### src/rtl/csa_shift_add_ctrl_if.sv
// Operand, adder and product signals between csa_shift_add_ctrl and its neighbours.
// The master side drives operands, the adder sum and downstream ready.
interface csa_shift_add_ctrl_if;
  logic       in_valid;
  logic       in_ready;
  logic [3:0] in_a;
  logic [3:0] in_b;
  logic [3:0] add_a;
  logic [3:0] add_b;
  logic [1:0] add_c;
  logic [4:0] add_sum;
  logic       out_valid;
  logic       out_ready;
  logic [7:0] out_prod;

  modport master (
    output in_valid, in_a, in_b, add_sum, out_ready,
    input  in_ready, add_a, add_b, add_c, out_valid, out_prod
  );

  modport slave (
    input  in_valid, in_a, in_b, add_sum, out_ready,
    output in_ready, add_a, add_b, add_c, out_valid, out_prod
  );
endinterface

### src/rtl/csa_shift_add_ctrl.sv
// Sequential 4x4 shift-add multiplier controller driving an external carry-save adder.
// Optional CSA_EARLY_EXIT_EN: finish as soon as the remaining multiplier bits are zero.
module csa_shift_add_ctrl (
  input  logic                 clk,
  input  logic                 rst_n,
  csa_shift_add_ctrl_if.slave  bus
);

  typedef enum logic [1:0] {StIdle, StCalc, StDone} state_e;

  state_e     state_q, state_d;
  logic [3:0] mcand_q, mcand_d;
  logic [3:0] acc_q, acc_d;
  logic [3:0] q_q, q_d;
  logic [2:0] step_q, step_d;

`ifdef CSA_EARLY_EXIT_EN
  logic       rest_zero;
  logic [7:0] shifted;
`endif

  always_ff @(posedge clk or negedge rst_n) begin
    if (!rst_n) begin
      state_q <= StIdle;
      mcand_q <= 4'h0;
      acc_q   <= 4'h0;
      q_q     <= 4'h0;
      step_q  <= 3'd0;
    end else begin
      state_q <= state_d;
      mcand_q <= mcand_d;
      acc_q   <= acc_d;
      q_q     <= q_d;
      step_q  <= step_d;
    end
  end

  always_comb begin
    state_d       = state_q;
    mcand_d       = mcand_q;
    acc_d         = acc_q;
    q_d           = q_q;
    step_d        = step_q;
    bus.in_ready  = 1'b0;
    bus.out_valid = 1'b0;
    bus.add_a     = 4'h0;
    bus.add_b     = 4'h0;
    bus.add_c     = 2'b00;
`ifdef CSA_EARLY_EXIT_EN
    // Bits q[3-step:0] are the multiplier bits not yet consumed.
    rest_zero = (q_q & (4'hF >> step_q[1:0])) == 4'h0;
    shifted   = {acc_q, q_q} >> (3'd4 - step_q);
`endif

    unique case (state_q)
      StIdle: begin
        bus.in_ready = 1'b1;
        if (bus.in_valid) begin
          mcand_d = bus.in_a;
          q_d     = bus.in_b;
          acc_d   = 4'h0;
          step_d  = 3'd0;
          state_d = StCalc;
        end
      end

      StCalc: begin
        bus.add_a = acc_q;
        step_d    = step_q + 3'd1;
`ifdef CSA_EARLY_EXIT_EN
        if (rest_zero) begin
          {acc_d, q_d} = shifted;
          state_d      = StDone;
        end else begin
          bus.add_b = q_q[0] ? mcand_q : 4'h0;
          acc_d     = bus.add_sum[4:1];
          q_d       = {bus.add_sum[0], q_q[3:1]};
          if (step_q == 3'd3) state_d = StDone;
        end
`else
        bus.add_b = q_q[0] ? mcand_q : 4'h0;
        // Sum LSB becomes a finished product bit shifted in at the top of q.
        acc_d     = bus.add_sum[4:1];
        q_d       = {bus.add_sum[0], q_q[3:1]};
        if (step_q == 3'd3) state_d = StDone;
`endif
      end

      StDone: begin
        bus.out_valid = 1'b1;
        if (bus.out_ready) state_d = StIdle;
      end

      default: state_d = StIdle;
    endcase
  end

  assign bus.out_prod = {acc_q, q_q};

  // Product must stay put while downstream stalls.
  a_hold_stable: assert property (@(posedge clk) disable iff (!rst_n)
    bus.out_valid && !bus.out_ready |=> bus.out_valid && $stable(bus.out_prod));

  a_no_accept_busy: assert property (@(posedge clk) disable iff (!rst_n)
    (state_q != StIdle) |-> !bus.in_ready);

endmodule
### src/flat_wrapper.sv
// flat-port wrapper written by rule: the top's interface ports become plain ports
module csa_shift_add_ctrl_flat 
  (clk, rst_n, bus_in_valid, bus_in_a, bus_in_b, bus_add_sum, bus_out_ready, bus_in_ready, bus_add_a, bus_add_b, bus_add_c, bus_out_valid, bus_out_prod);
  csa_shift_add_ctrl_if bus_i ();
  input  logic clk;
  input  logic rst_n;
  input wire logic [$bits(bus_i.in_valid)-1:0] bus_in_valid;
  input wire logic [$bits(bus_i.in_a)-1:0] bus_in_a;
  input wire logic [$bits(bus_i.in_b)-1:0] bus_in_b;
  input wire logic [$bits(bus_i.add_sum)-1:0] bus_add_sum;
  input wire logic [$bits(bus_i.out_ready)-1:0] bus_out_ready;
  output wire logic [$bits(bus_i.in_ready)-1:0] bus_in_ready;
  output wire logic [$bits(bus_i.add_a)-1:0] bus_add_a;
  output wire logic [$bits(bus_i.add_b)-1:0] bus_add_b;
  output wire logic [$bits(bus_i.add_c)-1:0] bus_add_c;
  output wire logic [$bits(bus_i.out_valid)-1:0] bus_out_valid;
  output wire logic [$bits(bus_i.out_prod)-1:0] bus_out_prod;
  assign bus_i.in_valid = bus_in_valid;
  assign bus_i.in_a = bus_in_a;
  assign bus_i.in_b = bus_in_b;
  assign bus_i.add_sum = bus_add_sum;
  assign bus_i.out_ready = bus_out_ready;
  assign bus_in_ready = bus_i.in_ready;
  assign bus_add_a = bus_i.add_a;
  assign bus_add_b = bus_i.add_b;
  assign bus_add_c = bus_i.add_c;
  assign bus_out_valid = bus_i.out_valid;
  assign bus_out_prod = bus_i.out_prod;
  csa_shift_add_ctrl u_core (.clk(clk), .rst_n(rst_n), .bus(bus_i));
endmodule
### config.mk
export PLATFORM = sky130hd
export DESIGN_NAME = csa_shift_add_ctrl_flat
export DESIGN_NICKNAME = d
export VERILOG_FILES = /design/src/rtl/csa_shift_add_ctrl_if.sv /design/src/rtl/csa_shift_add_ctrl.sv /design/src/flat_wrapper.sv
export SDC_FILE = /design/constraint.sdc
export NUM_CORES = 1
export LEC_CHECK = 0
export BUFFER_PORTS_ARGS = -buffer_cell sky130_fd_sc_hd__buf_2
export CAP_MARGIN = 10
export CORE_MARGIN = 2
export CORE_UTILIZATION = 43
export CTS_BUF_LIST = sky130_fd_sc_hd__clkbuf_4 sky130_fd_sc_hd__clkbuf_8
export DETAILED_ROUTE_END_ITERATION = 6
export PLACE_DENSITY = 0.77
export SLEW_MARGIN = 30
export SYNTH_ARGS = -nofsm -noshare
export SYNTH_HDL_FRONTEND = slang
export SYNTH_SLANG_ARGS = --single-unit
### constraint.sdc
create_clock -name clk -period 1.3 [get_ports clk]
set_clock_uncertainty 0.1 [all_clocks]
set_input_delay 0.26 -clock clk [delete_from_list [all_inputs] [get_ports clk]]
set_output_delay 0.26 -clock clk [all_outputs]
set_load 0.01 [all_outputs]
==> results.json <==
{
  "vias_per_cell": 5.060,
  "syn_inst": 72,
  "p_sw_frac": 0.3526,
  "worstPathCellList": "and2b_4 -> and3_4 -> buf_6",
  "synthDistinctLibCells": 23,
  "critPathMaxFanout": 5,
  "grt_max_degree": 18,
  "clockBufferDepth": 2,
  "synth_area_per_cell_sq_um": 11.57,
  "cts_max_level": 1,
  "maxCapViolations": 0,
  "synth.area.top_cells": "dfrtp_1, mux2_2, a22o_1",
  "ant_nets": 0,
  "ys_seq_elements": 17,
  "cts_made_buffers": 3,
  "setup_tns_ns": -6.443,
  "diodes": 0,
  "post-route-util": 0.7354,
  "tritoncts": "done",
  "min_period_ns": 1.636,
  "outcome": "finished with violations",
  "worstSkewPairLatency_ns": 0.28,
  "pwr-share-clk": 0.088,
  "crit_required_ns": 0.94,
  "synth_top_area_frac": 0.5105,
  "syn_to_final_growth_pct": 57.36,
  "dr.pass1.iters": 5,
  "crit_family": "simple AND/OR/NAND/NOR gates",
  "hold_viol": 0,
  "post_drt_wl_per_cell_microns": 13.04,
  "first_global_vias": 703,
  "portBuffers": 34,
  "power.density_cell_area_nw_per_um2": 2625,
  "fp.dieW_microns": 48.02,
  "hold_ws_ns": 0.08941,
  "place_ws_ns": -0.1119,
  "vias": 759,
  "fin_crit_sh": 1.259,
  "row_count": 15,
  "clock-root-buffer": "clkbuf_4",
  "dp_hpwl_mm": 1.374,
  "violations": "setup timing",
  "coreArea_sq_um": 1783,
  "path_buf_inv": 1,
  "cellLeakagePower_uw": 0.0006602,
  "cts.clk_slew.worst_paths_ns": 0.10,
  "drive_gt1_frac": 0.6320,
  "antenna_found_initial": 0,
  "end_kind": "output pin",
  "cp_data_arrival_time_ns": 1.28,
  "cp_slowest_cell": "dfrtp_1",
  "finalWeightedCongestion": 0.6728,
  "die_h_microns": 48.02,
  "critPathKind": "flip-flop to output pin",
  "slew_violations": 0,
  "first_iter_violations": 5,
  "hold_path_class": "input pin to flip-flop",
  "wirelength_mm": 1.956,
  "vdd_drop_max_uv": 1402,
  "num-nets-final": 145,
  "drc": 0,
  "ys_seq_area_frac": 0.5105,
  "startpoint_type": "flip-flop",
  "power.internal_uw": 2228,
  "start_util": 0.4674,
  "cp_slowest_stage_delay_ns": 0.42,
  "setup_viol": 26,
  "cts_sinks": 17,
  "synth_top_cell_by_area": "dfrtp_1",
  "p_sw_uw": 1214,
  "grt_pass1_wl_mm": 2.884,
  "ios": 37,
  "syn_area_sq_um": 833.3,
  "power_frac_seq": 0.286,
  "track_usage": 0.1890,
  "fin_ws_ns": -0.3363,
  "layout_commonest_cell": "buf_2",
  "final_cell_mix": "buf_2, dfrtp_1, buf_4",
  "fmax_mhz": 611.1,
  "grt-ovfl-total": 0,
  "rsz0062_at_grt": "yes",
  "dieArea_sq_um": 2306,
  "yosys_warnings": 0,
  "comb_power_share": 0.626
}
-- area by class of cell --
class | instances | area [sq um]
multi-input combinational | 43 | 412.9
fill | 133 | 471.7
timing repair buffer | 53 | 380.4
sequential | 17 | 426.7
tap | 25 | 31.28
clock buffer | 4 | 30.03
inverter | 8 | 30.03
-- power groups by stage --
stage                     Combinational, uW  Clock (uW)  Sequential, uW
final                                  2160         301             984
after CTS                              2020         309             979
after global routing                   2350         336            1020
after global placement                 1570           0             955
after floorplan                         972           0            1010
after detailed placement               1620           0             975
-- state kept, by name (all words and copies together) (netlist names) --
register / cells
u_core.step_q: 3
u_core.acc_q: 4
u_core.q_q: 4
u_core.state_q: 2
u_core.mcand_q: 4
-- synth_stat cells --
library cell,count
inv_1,8
mux2_2,5
ha_1,2
buf_4,3
a22o_1,6
nor3b_1,3
and2b_1,1
nor3b_2,1
nand2_1,1
a211oi_2,2
and2_1,4
and3_1,4
nor4b_1,3
conb_1,1
o2bb2ai_1,1
dfrtp_1,17
nor2_1,1
o21bai_1,1
a211oi_1,1
a21oi_1,1
nor2b_1,2
a222oi_1,1
buf_2,3
-- cells by family after synthesis --
| logic type | after synthesis | synth area share |
|---|---|---|
| adders and majority gates | 2 | 0.03003 |
| AOI/OAI and AO/OA | 13 | 0.1396 |
| muxes | 5 | 0.06756 |
| DFF | 17 | 0.5105 |
| other | 1 | 0.004500 |
| and+or+nand+nor | 20 | 0.1667 |
| buffers and inverters | 14 | 0.08108 |
-- what timing repair did --
item	in CTS	in global routing
setup endpoints to repair	18	27
cloned	1	0
hold buffers	1	0
hold endpoints to repair	17	0
pin swaps	6	1
buffers inserted	4	2
gates resized for setup	17	9
-- per-stage QoR --
| step | cells | total power (uW) | area [sq um] |
|---|---|---|---|
| floorplan | 73 | 1977 | 864.6 |
| global placement | 138 | 2525 | 1112 |
| detailed placement | 138 | 2597 | 1112 |
| CTS | 148 | 3304 | 1271 |
| global route | 150 | 3707 | 1311 |
| finish | 150 | 3442 | 1311 |
-- worst paths after layout --
path / start / endpoint / slack (ns) / cells past startpoint
worst max register to register: u_core.state_q[1] / u_core.q_q[2] / -0.33 / 7
worst min-delay path: bus_add_sum[1] / u_core.acc_q[0] / 0.09 / 2
max in group asynchronous: rst_n / u_core.q_q[0] / 0.49 / 2
min in group asynchronous: rst_n / u_core.acc_q[0] / 0.31 / 2
worst min register to register: u_core.step_q[1] / u_core.step_q[1] / 0.41 / 1
worst max-delay path: u_core.state_q[1] / bus_add_b[3] / -0.34 / 3
-- worst register-to-register path, stage by stage, from the launching register on --
cell and delay, ns:
dfrtp_1 0.42, buf_4 0.15, buf_6 0.12, buf_4 0.14, o21bai_4 0.17, buf_6 0.14, buf_4 0.13, a211oi_2 0.19
-- routing by layer --
| layer | share of wire | wire length [microns] | track usage |
|---|---|---|---|
| met5 | 0 | 0 | 0 |
| met2 | 0.54 | 1061 | 0.3440 |
| met4 | 0.0087 | 17 | 0.08108 |
| met1 | 0.41 | 797 | 0.2066 |
| met3 | 0.040 | 79 | 0.04528 |
No activity file was read; power rests on OpenSTA's default activity.
